==> src/rtl/ccc_pkg.sv <==
// Shared types and constants for the CCC lock monitor / reset sequencer.
//   ccc_state_e : sequencer FSM state encoding (also driven on the STATE port)
//   *_DEF       : default parameter values for ccc_lock_rst_seq
//   first_en()  : lowest enabled channel index at or above a start index
package ccc_pkg;

  typedef enum logic [1:0] {
    WAIT_LOCK = 2'd0,
    STABLE    = 2'd1,
    RELEASE   = 2'd2,
    RUN       = 2'd3
  } ccc_state_e;

  localparam int unsigned N_CH_DEF            = 4;
  localparam int unsigned SYNC_STAGES_DEF     = 2;
  localparam int unsigned LOCK_STABLE_CYC_DEF = 1024;
  localparam int unsigned RST_STEP_CYC_DEF    = 16;

  // Channel index space is sized for the largest supported N_CH; MAX_CH itself
  // is the "no channel found" code.
  localparam int unsigned     MAX_CH   = 16;
  localparam int unsigned     CH_IDX_W = 5;
  localparam logic [4:0]      NO_CH    = 5'd16;

  // Lowest set bit of mask with index >= start, or NO_CH if there is none.
  function automatic logic [CH_IDX_W-1:0] first_en(input logic [MAX_CH-1:0] mask,
                                                   input logic [CH_IDX_W-1:0] start);
    logic [CH_IDX_W-1:0] idx;
    idx = NO_CH;
    for (int i = MAX_CH - 1; i >= 0; i--) begin
      if (mask[i] && (CH_IDX_W'(i) >= start)) idx = CH_IDX_W'(i);
    end
    return idx;
  endfunction

endpackage

==> src/rtl/ccc_sync.sv <==
// Multi-bit flop synchroniser for quasi-static asynchronous inputs.
//   clk : destination clock
//   rst : asynchronous active-high reset, clears every stage to 0
//   d   : asynchronous input bus (W bits)
//   q   : synchronised output, STAGES clock edges after d
module ccc_sync #(
  parameter int unsigned W      = 1,
  parameter int unsigned STAGES = 2
) (
  input  logic         clk,
  input  logic         rst,
  input  logic [W-1:0] d,
  output logic [W-1:0] q
);

  logic [W-1:0] stg [STAGES];

  // Shift chain; stage 0 is the metastability-exposed flop.
  always_ff @(posedge clk or posedge rst) begin
    if (rst) begin
      for (int unsigned i = 0; i < STAGES; i++) stg[i] <= '0;
    end else begin
      stg[0] <= d;
      for (int unsigned i = 1; i < STAGES; i++) stg[i] <= stg[i-1];
    end
  end

  assign q = stg[STAGES-1];

endmodule

==> src/rtl/ccc_lock_rst_seq.sv <==
// Lock monitor and reset sequencer for N_CH fabric CCC instances.
// Synchronises each LOCK, waits for LOCK_STABLE_CYC consecutive all-locked
// cycles, then releases the per-domain resets one enabled channel every
// RST_STEP_CYC cycles. Any lock loss after qualification re-asserts all resets,
// records a sticky per-channel fault and restarts the sequence.
//   CLK         free-running clock
//   RESET       asynchronous active-high reset
//   LOCK_IN     raw CCC LOCK outputs (asynchronous)
//   CH_EN       channel enable mask (sampled while waiting for lock)
//   SOFT_RST    synchronous restart request, level
//   CLR_STICKY  clears LOSS_STICKY (and LOSS_CNT), single cycle
//   RST_N_OUT   per-domain active-low resets
//   ALL_LOCKED  high while every enabled channel is released and running
//   LOSS_STICKY per-channel lock-lost-after-qualification flags
//   STATE       current FSM state (ccc_pkg::ccc_state_e)
//   LOSS_CNT    saturating loss-event counter, present only with
//               LOCK_LOSS_CNT_EN defined
module ccc_lock_rst_seq
  import ccc_pkg::*;
#(
  parameter int unsigned N_CH            = N_CH_DEF,
  parameter int unsigned SYNC_STAGES     = SYNC_STAGES_DEF,
  parameter int unsigned LOCK_STABLE_CYC = LOCK_STABLE_CYC_DEF,
  parameter int unsigned RST_STEP_CYC    = RST_STEP_CYC_DEF
) (
  input  logic            CLK,
  input  logic            RESET,
  input  logic [N_CH-1:0] LOCK_IN,
  input  logic [N_CH-1:0] CH_EN,
  input  logic            SOFT_RST,
  input  logic            CLR_STICKY,
  output logic [N_CH-1:0] RST_N_OUT,
  output logic            ALL_LOCKED,
  output logic [N_CH-1:0] LOSS_STICKY,
  output logic [1:0]      STATE
`ifdef LOCK_LOSS_CNT_EN
  ,
  output logic [7:0]      LOSS_CNT
`endif
);

  localparam int unsigned STAB_W = (LOCK_STABLE_CYC > 1) ? $clog2(LOCK_STABLE_CYC) : 1;
  localparam int unsigned STEP_W = (RST_STEP_CYC > 1) ? $clog2(RST_STEP_CYC) : 1;
  localparam logic [STAB_W-1:0] STAB_LAST = STAB_W'(LOCK_STABLE_CYC - 1);
  localparam logic [STEP_W-1:0] STEP_LAST = STEP_W'(RST_STEP_CYC - 1);

  ccc_state_e          state_q;
  logic [N_CH-1:0]     lock_s;
  logic [N_CH-1:0]     en_q;
  logic [N_CH-1:0]     rst_n_q;
  logic [N_CH-1:0]     sticky_q;
  logic                all_locked_q;
  logic [STAB_W-1:0]   stab_cnt;
  logic [STEP_W-1:0]   step_cnt;
  logic [CH_IDX_W-1:0] ch_idx;

  logic [N_CH-1:0]     loss;
  logic [N_CH-1:0]     sticky_set;
  logic                any_loss;
  logic                all_ok;
  logic                in_rel_run;
  logic                loss_evt;
  logic [CH_IDX_W-1:0] rel_idx;
  logic [CH_IDX_W-1:0] nxt_idx;

  ccc_sync #(.W(N_CH), .STAGES(SYNC_STAGES)) u_lock_sync (
    .clk (CLK),
    .rst (RESET),
    .d   (LOCK_IN),
    .q   (lock_s)
  );

  // Lock qualification against the latched enable mask.
  assign loss       = en_q & ~lock_s;
  assign any_loss   = |loss;
  assign all_ok     = (en_q != '0) && !any_loss;
  assign in_rel_run = (state_q == RELEASE) || (state_q == RUN);
  assign loss_evt   = in_rel_run && any_loss;
  assign sticky_set = in_rel_run ? loss : '0;

  // ch_idx is a search start: the channel released next is the first enabled
  // one at or above it, so disabled channels never consume a step.
  assign rel_idx = first_en(MAX_CH'(en_q), ch_idx);
  assign nxt_idx = first_en(MAX_CH'(en_q), rel_idx + CH_IDX_W'(1));

  // Sequencer FSM with registered outputs.
  always_ff @(posedge CLK or posedge RESET) begin
    if (RESET) begin
      state_q      <= WAIT_LOCK;
      en_q         <= '0;
      rst_n_q      <= '0;
      sticky_q     <= '0;
      all_locked_q <= 1'b0;
      stab_cnt     <= '0;
      step_cnt     <= '0;
      ch_idx       <= '0;
    end else begin
      // A new loss wins over a same-cycle clear, bit by bit.
      sticky_q <= (CLR_STICKY ? '0 : sticky_q) | sticky_set;

      case (state_q)
        WAIT_LOCK: begin
          en_q         <= CH_EN;
          rst_n_q      <= '0;
          all_locked_q <= 1'b0;
          if (!SOFT_RST && all_ok) begin
            state_q  <= STABLE;
            stab_cnt <= '0;
          end
        end

        STABLE: begin
          if (SOFT_RST || any_loss) begin
            state_q <= WAIT_LOCK;
          end else if (stab_cnt == STAB_LAST) begin
            state_q  <= RELEASE;
            step_cnt <= '0;
            ch_idx   <= '0;
          end else begin
            stab_cnt <= stab_cnt + STAB_W'(1);
          end
        end

        RELEASE: begin
          if (SOFT_RST || any_loss) begin
            state_q      <= WAIT_LOCK;
            rst_n_q      <= '0;
            all_locked_q <= 1'b0;
          end else if (step_cnt == STEP_LAST) begin
            step_cnt <= '0;
            ch_idx   <= rel_idx + CH_IDX_W'(1);
            for (int unsigned i = 0; i < N_CH; i++) begin
              if (CH_IDX_W'(i) == rel_idx) rst_n_q[i] <= 1'b1;
            end
            if (nxt_idx == NO_CH) begin
              state_q      <= RUN;
              all_locked_q <= 1'b1;
            end
          end else begin
            step_cnt <= step_cnt + STEP_W'(1);
          end
        end

        RUN: begin
          if (SOFT_RST || any_loss) begin
            state_q      <= WAIT_LOCK;
            rst_n_q      <= '0;
            all_locked_q <= 1'b0;
          end
        end

        default: state_q <= WAIT_LOCK;
      endcase
    end
  end

`ifdef LOCK_LOSS_CNT_EN
  logic [7:0] loss_cnt_q;

  // Saturating loss counter; an increment wins over a same-cycle clear.
  always_ff @(posedge CLK or posedge RESET) begin
    if (RESET) begin
      loss_cnt_q <= '0;
    end else if (loss_evt) begin
      if (loss_cnt_q != 8'hFF) loss_cnt_q <= loss_cnt_q + 8'd1;
    end else if (CLR_STICKY) begin
      loss_cnt_q <= '0;
    end
  end

  assign LOSS_CNT = loss_cnt_q;
`else
  logic unused_loss_evt;
  assign unused_loss_evt = loss_evt;
`endif

  assign RST_N_OUT   = rst_n_q;
  assign ALL_LOCKED  = all_locked_q;
  assign LOSS_STICKY = sticky_q;
  assign STATE       = state_q;

endmodule
==> config.mk <==
export PLATFORM = sky130hd
export DESIGN_NAME = ccc_lock_rst_seq
export DESIGN_NICKNAME = d
export VERILOG_FILES = /design/src/rtl/ccc_pkg.sv /design/src/rtl/ccc_sync.sv /design/src/rtl/ccc_lock_rst_seq.sv
export SDC_FILE = /design/constraint.sdc
export NUM_CORES = 1
export LEC_CHECK = 0
export ABC_AREA = 1
export BUFFER_PORTS_ARGS = -buffer_cell sky130_fd_sc_hd__buf_2
export CORE_UTILIZATION = 45
export CTS_CLUSTER_DIAMETER = 50
export DETAILED_ROUTE_END_ITERATION = 10
export GPL_ROUTABILITY_DRIVEN = 0
export GPL_TIMING_DRIVEN = 1
export PLACE_DENSITY = 0.74
export REMOVE_ABC_BUFFERS = 1
export SETUP_SLACK_MARGIN = 0.3
export SLEW_MARGIN = 20
export SYNTH_ARGS = -nofsm -noshare
export SYNTH_HDL_FRONTEND = slang
export SYNTH_SLANG_ARGS = --single-unit
export TNS_END_PERCENT = 5
==> constraint.sdc <==
create_clock -name CLK -period 1.9 [get_ports CLK]
set_input_delay 0 -clock CLK [delete_from_list [all_inputs] [get_ports CLK]]
set_output_delay 0 -clock CLK [all_outputs]
set_load 0.02 [all_outputs]
# After elaboration in Yosys (flattened, before gate mapping)
# Index checks and enable logic that the tools add are counted.
# classes
n_addsub	3
mul	0
div_mod_pow	0
n_lt_le_gt_ge	8
eq_ne	23
shift	0
n_mux	45
n_bitwise	3
n_reduce_logical	30
# ops
operator	n
5-bit 2-to-1 mux	12
4-bit 2-to-1 mux	9
10-bit 2-to-1 mux	3
4-bit AND reduction	7
1-bit by 5-bit >= comparator with 1-bit output (first input constant)	4
2-bit by 5-bit >= comparator with 1-bit output (first input constant)	4
10-bit case mux with 2 select lines	1
3-bit by 1-bit != test with 1-bit output (second input constant)	6
2-bit 2-to-1 mux	7
4-bit case mux with 3 select lines	1
10-bit by 1-bit adder with 10-bit output (second input constant)	1
10-bit == test (second input constant)	1
2-bit by 5-bit == test with 1-bit output (first input constant)	2
1-bit logical AND	10
2-bit != test (second input constant)	5
5-bit case mux with 2 select lines	1
5-bit AND reduction	2
1-bit 2-to-1 mux	8
2-bit case mux with 4 select lines	1
4-bit case mux with 2 select lines	1
5-bit by 1-bit adder with 5-bit output (second input constant)	1
1-bit by 5-bit == test with 1-bit output (first input constant)	1
5-bit == test (second input constant)	1
5-bit zero test	1
17 further kinds	22
# totals
register_bits	42
latch_bits	0
ram_bits	0
mem_bits_ro	0
in_bits	12
out_inout_bits	11
wordCells	125
n_memories	0

# Longest topological paths before layout
# depth
ltp_word	18
mapped_depth	15
ltp_nobuf	15

# By module
# A second synthesis with hierarchy kept.
# hier_totals
hier_cells	270
hier_area_um2	2164.6
# by_module_without_submodules
mod	instances	cells_each	area_each_um2
ccc_lock_rst_seq	1	257	1930.6
ccc_sync	1	13	234.0

# Worst setup path before layout
# Ideal clock, no wire load.
# synth_path
path_kind	register to register
from	reg ch_idx[4]
to	reg state_q[1], in the netlist STATE[1]
setup_time_ns	0.118
arrival_time_ns	1.806
required_time_ns	1.782
path_slack_ns	-0.024
stages_incl_launch_ff	15
path_cell_list	dfrtp_1 nor2_1 nand4_1 nand3_1 inv_1 ha_1 inv_1 nand3_1 nand2_1 nand2_1 nand3_1 nand2_1 nand2_1 nand2_1 nand2_1
# synth_via
elab_chain_cells	16
word_cells_on_any_way	28
classes_between	add/sub: 1; order compare: 8; eq/ne: 2; mux: 8; reduce/logical: 9
# synth_lines
item	line	rtl
from (decl)	ccc_lock_rst_seq.sv:55	logic [CH_IDX_W-1:0] ch_idx;
from (signal assigned)	ccc_lock_rst_seq.sv:131	ch_idx <= rel_idx + CH_IDX_W'(1);
2-bit by 5-bit >= comparator with 1-bit output	ccc_pkg.sv:31	if (mask[i] && (CH_IDX_W'(i) >= start)) idx = CH_IDX_W'(i);
1-bit logical AND	ccc_pkg.sv:31	
5-bit 2-to-1 mux (3 in series)	ccc_pkg.sv:31	
5-bit 2-to-1 mux *	ccc_pkg.sv:31	
5-bit by 1-bit adder with 5-bit output *	ccc_lock_rst_seq.sv:84	assign nxt_idx = first_en(MAX_CH'(en_q), rel_idx + CH_IDX_W'(1));
2-bit by 5-bit >= comparator with 1-bit output	ccc_pkg.sv:31	
1-bit logical AND	ccc_pkg.sv:31	
5-bit 2-to-1 mux (3 in series)	ccc_pkg.sv:31	
5-bit 2-to-1 mux *	ccc_pkg.sv:31	
5-bit == test *	ccc_lock_rst_seq.sv:135	if (nxt_idx == NO_CH) begin
3-bit by 1-bit != test with 1-bit output (no source line) *	--	
5-bit AND reduction (no source line) *	--	
to (signal assigned)	ccc_lock_rst_seq.sv:136	state_q <= RUN;
to (signal assigned)	ccc_lock_rst_seq.sv:146	state_q <= WAIT_LOCK;
to (signal assigned)	ccc_lock_rst_seq.sv:152	default: state_q <= WAIT_LOCK;
to (decl)	ccc_lock_rst_seq.sv:47	ccc_state_e state_q;
# Every way passes the cells marked *; elsewhere a longest branch is shown, timed or not.
# A chain may end at the register's enable or synchronous reset.

# Worst setup path after layout
# layout_path
from	reg ch_idx[4]
to	reg state_q[0], in the netlist STATE[0]
# The elaborated chain is that of the path after synthesis.

==> impl_metrics.yaml <==
routing:
  firstDrtPassIters: 4
  drc_errors: 0
  finalWirelength_um: 4960
  vias_per_cell: 5.25
  wl_per_cell_um: 13.7
  vias: 1899
  ant_nets: 0
  drt_iter0_markers: 114
synthesis:
  synthCells: 247
  syn_area_per_cell_um2: 8.49
  ys.warnings.count: 0
  ys_seq_area_frac: 0.489
  synthesis.area_um2: 2100
  synth-seq-cells: 41
  ys_types: 31
place:
  dp_cells: 335
  dpl_cell_area_um2: 2380
  portBuffers: 22
  dp_hpwl_um: 3090
  pre_cts_ws_ns: -0.130
floorplan:
  dieArea_um2: 4940
  fp-row-count: 24
  die_w_um: 70.3
  io_pins: 23
  die_h_um: 70.3
  start_util: 0.475
  core-area_um2: 4410
pwr:
  vdd_drop_max_mv: 1.26
  p_int_uw: 2600
  powerDensity_nw_per_um2: 1640
  swShare: 0.439
  power.share.clock: 0.155
  p_switching_uw: 2040
  combPwrFrac: 0.572
  p_leak_uw: 0.00140
  seqPwrFrac: 0.273
sta:
  finalMaxSlewViolations: 0
  worst_slack_ns: -0.0978
  hold_viol_final: 0
  setup_tns_ns: -0.281
  period_needed_ns: 2.00
  max_freq_mhz: 501
  setup_viol: 3
  finClkSkew_ns: 0.00728
  period_share: 1.05
  rsz0062_at_grt: "yes"
  max_slew_margin: 0.663
  worst_pin_slew_ns: 0.505
finish:
  nets: 329
  final_common_cell: "nand2_1"
  nFillCells: 329
  finalInstanceArea_um2: 2830
  final_cell_mix: "40 x nand2_1, 38 x dfrtp_1, 36 x inv_1, 22 x buf_2, 21 x buf_4"
  drive_above_1_share: 0.345
  insertedDiodeCount: 0
  final_util: 0.641
  finalNonFillerCells: 362
  area_growth_pct: 34.9
setup_path:
  cp-start-kind: "flip-flop"
  path_cells: "nor2_4, nand4_1, nand2_2, inv_4, buf_6, ha_4, inv_2, nand2_2, nand2_2, nand3_4, nand2_4, nand2_2, nand2_1, nand2_1"
  critical_path.startpoint: "ch_idx[4]"
  cpMostUsedCell: "nand2_2"
  cp.arrival_ns: 2.19
  r2r-start: "ch_idx[4]"
  cp.required_ns: 2.09
  path_buf_inv: 3
  r2r_slack_ns: -0.1
  worstSetupPathType: "flip-flop to flip-flop"
  worst_r2r_path_depth: 14
  crit_path_end_kind: "flip-flop"
  cp.depth: 14
  cpMaxStageDelayCell: "dfrtp_1"
  cp_top_family: "simple AND/OR/NAND/NOR gates"
  cp_max_fo: 5
  slowest_delay_ns: 0.41
cts:
  h-tree-depth: 2
  cts-buffers-inserted: 5
  clk_latency_ns: 0.30
  clockBufferDepth: 2
  tritoncts: "built"
  clkTransAtPathRegs_ns: 0.08
  cts_root_buf: "clkbuf_8"
  cts.sinks: 41
min_path:
  hold_class: "primary input to flip-flop"
  worstHoldStart: "SOFT_RST"
  whs_path_depth: 6
flow_run:
  maxCapViolCount: 0
global_routing:
  grt_pass1_wl_um: 8190
  first_global_vias: 1902
  antenna_found_initial: 0
  grt_max_degree: 42
  grt_overflow: 0
  grtUsageTotal: 0.211
outcome:
  violations: "setup timing"
  status: "finished, violations left"
worst min-delay path, cell delays in order:
cell	delay [ns]
buf_2	0.12
inv_1	0.04
nand2_1	0.08
a21oi_1	0.06
nand3_1	0.08
nand2_1	0.04
logic make-up (layout without fill, tap and decap cells):
| family | Yosys count | after routing | share of synthesized area |
|---|---|---|---|
| and+or+nand+nor | 113 | 113 | 0.261 |
| buffers and inverters | 45 | 108 | 0.0841 |
| DFF | 41 | 41 | 0.489 |
| AOI/OAI and AO/OA | 36 | 36 | 0.0990 |
| adders and majority gates | 8 | 8 | 0.0477 |
| xor gates and xnor gates | 2 | 2 | 0.00835 |
| muxes | 2 | 2 | 0.0107 |
state kept, by name, indices dropped and copies added (netlist names):
register / cells
RST_N_OUT: 4
en_q: 4
ALL_LOCKED: 1
u_lock_sync.q: 4
step_cnt: 4
LOSS_STICKY: 4
STATE: 2
u_lock_sync.stg: 4
stab_cnt: 10
ch_idx: 4
power groups by stage:
| stage | sequential (uW) | combinational, uW | clock (uW) |
|---|---|---|---|
| final | 1270 | 2660 | 718 |
| after global routing | 1300 | 2870 | 758 |
| after CTS | 1250 | 2280 | 729 |
| after detailed placement | 1270 | 1800 | 0 |
| after global placement | 1260 | 1750 | 0 |
| after floorplan | 1300 | 1090 | 0 |
per-layer routing:
metal	global-route usage	share of wire	up-vias
met5	0	0	-
met3	0.0433	0.053	12
met4	0.116	0.024	0
met1	0.245	0.39	893
met2	0.363	0.53	65
li1	-	-	929
stage by stage:
step	hold WS, ns	power, uW
2_1_floorplan	0.0314	2390
3_3_place_gp	0.109	3000
3_5_place_dp	0.109	3060
4_1_cts	0.150	4270
5_1_grt	0.210	4930
6_report	0.152	4640
cell usage after synthesis:
library cell	instances	area [um^2]
and2_1	1	6.26
nand2_2	6	37.5
nand3_1	25	125
nor2_4	1	11.3
o21ai_0	12	60.1
o21ai_1	1	5.00
o31ai_1	4	30.0
xor2_1	2	17.5
ha_1	8	100
o211ai_1	1	7.51
or2_2	2	12.5
nand2_1	49	184
a21boi_0	1	7.51
and3_1	1	6.26
nand2_4	1	11.3
clkbuf_1	1	3.75
o22ai_1	4	25.0
nand3_2	2	20.0
nand4_1	3	18.8
inv_1	40	150
nor2_1	14	52.6
nor3_1	4	20.0
buf_6	1	11.3
nor3_4	1	16.3
mux2_2	2	22.5
nor2_2	2	12.5
o21ai_2	2	17.5
a21oi_1	11	55.1
inv_2	3	11.3
nor3b_2	1	12.5
dfrtp_1	41	1030
layout make-up:
cell class                      count  area [um^2]  area share
Clock buffer                        5         68.8      0.0243
Clock inverter                      3         46.3      0.0164
Inverter                           43          166      0.0588
Multi-Input combinational cell    161         1040       0.368
Sequential cell                    41         1030       0.364
Tap cell                           52         65.1      0.0230
Timing Repair Buffer               57          413       0.146
repair_timing:
action                                 in CTS  in global routing
gates cloned                                0                  0
endpoints found under the hold margin      53                  0
pin swaps                                  15                 12
resized for setup                          29                 16
hold buffers                               10                  0
setup endpoints to repair                  25                 25
setup buffers                               5                  4
path summary, 6_finish.rpt:
path                                    end
setup / recovery                   STATE[0]
hold / removal                     STATE[0]
setup reg to reg                   STATE[0]
hold reg to reg            u_lock_sync.q[2]
max in group asynchronous           en_q[1]
min in group asynchronous       stab_cnt[4]
(Power assumes the default switching activity.)
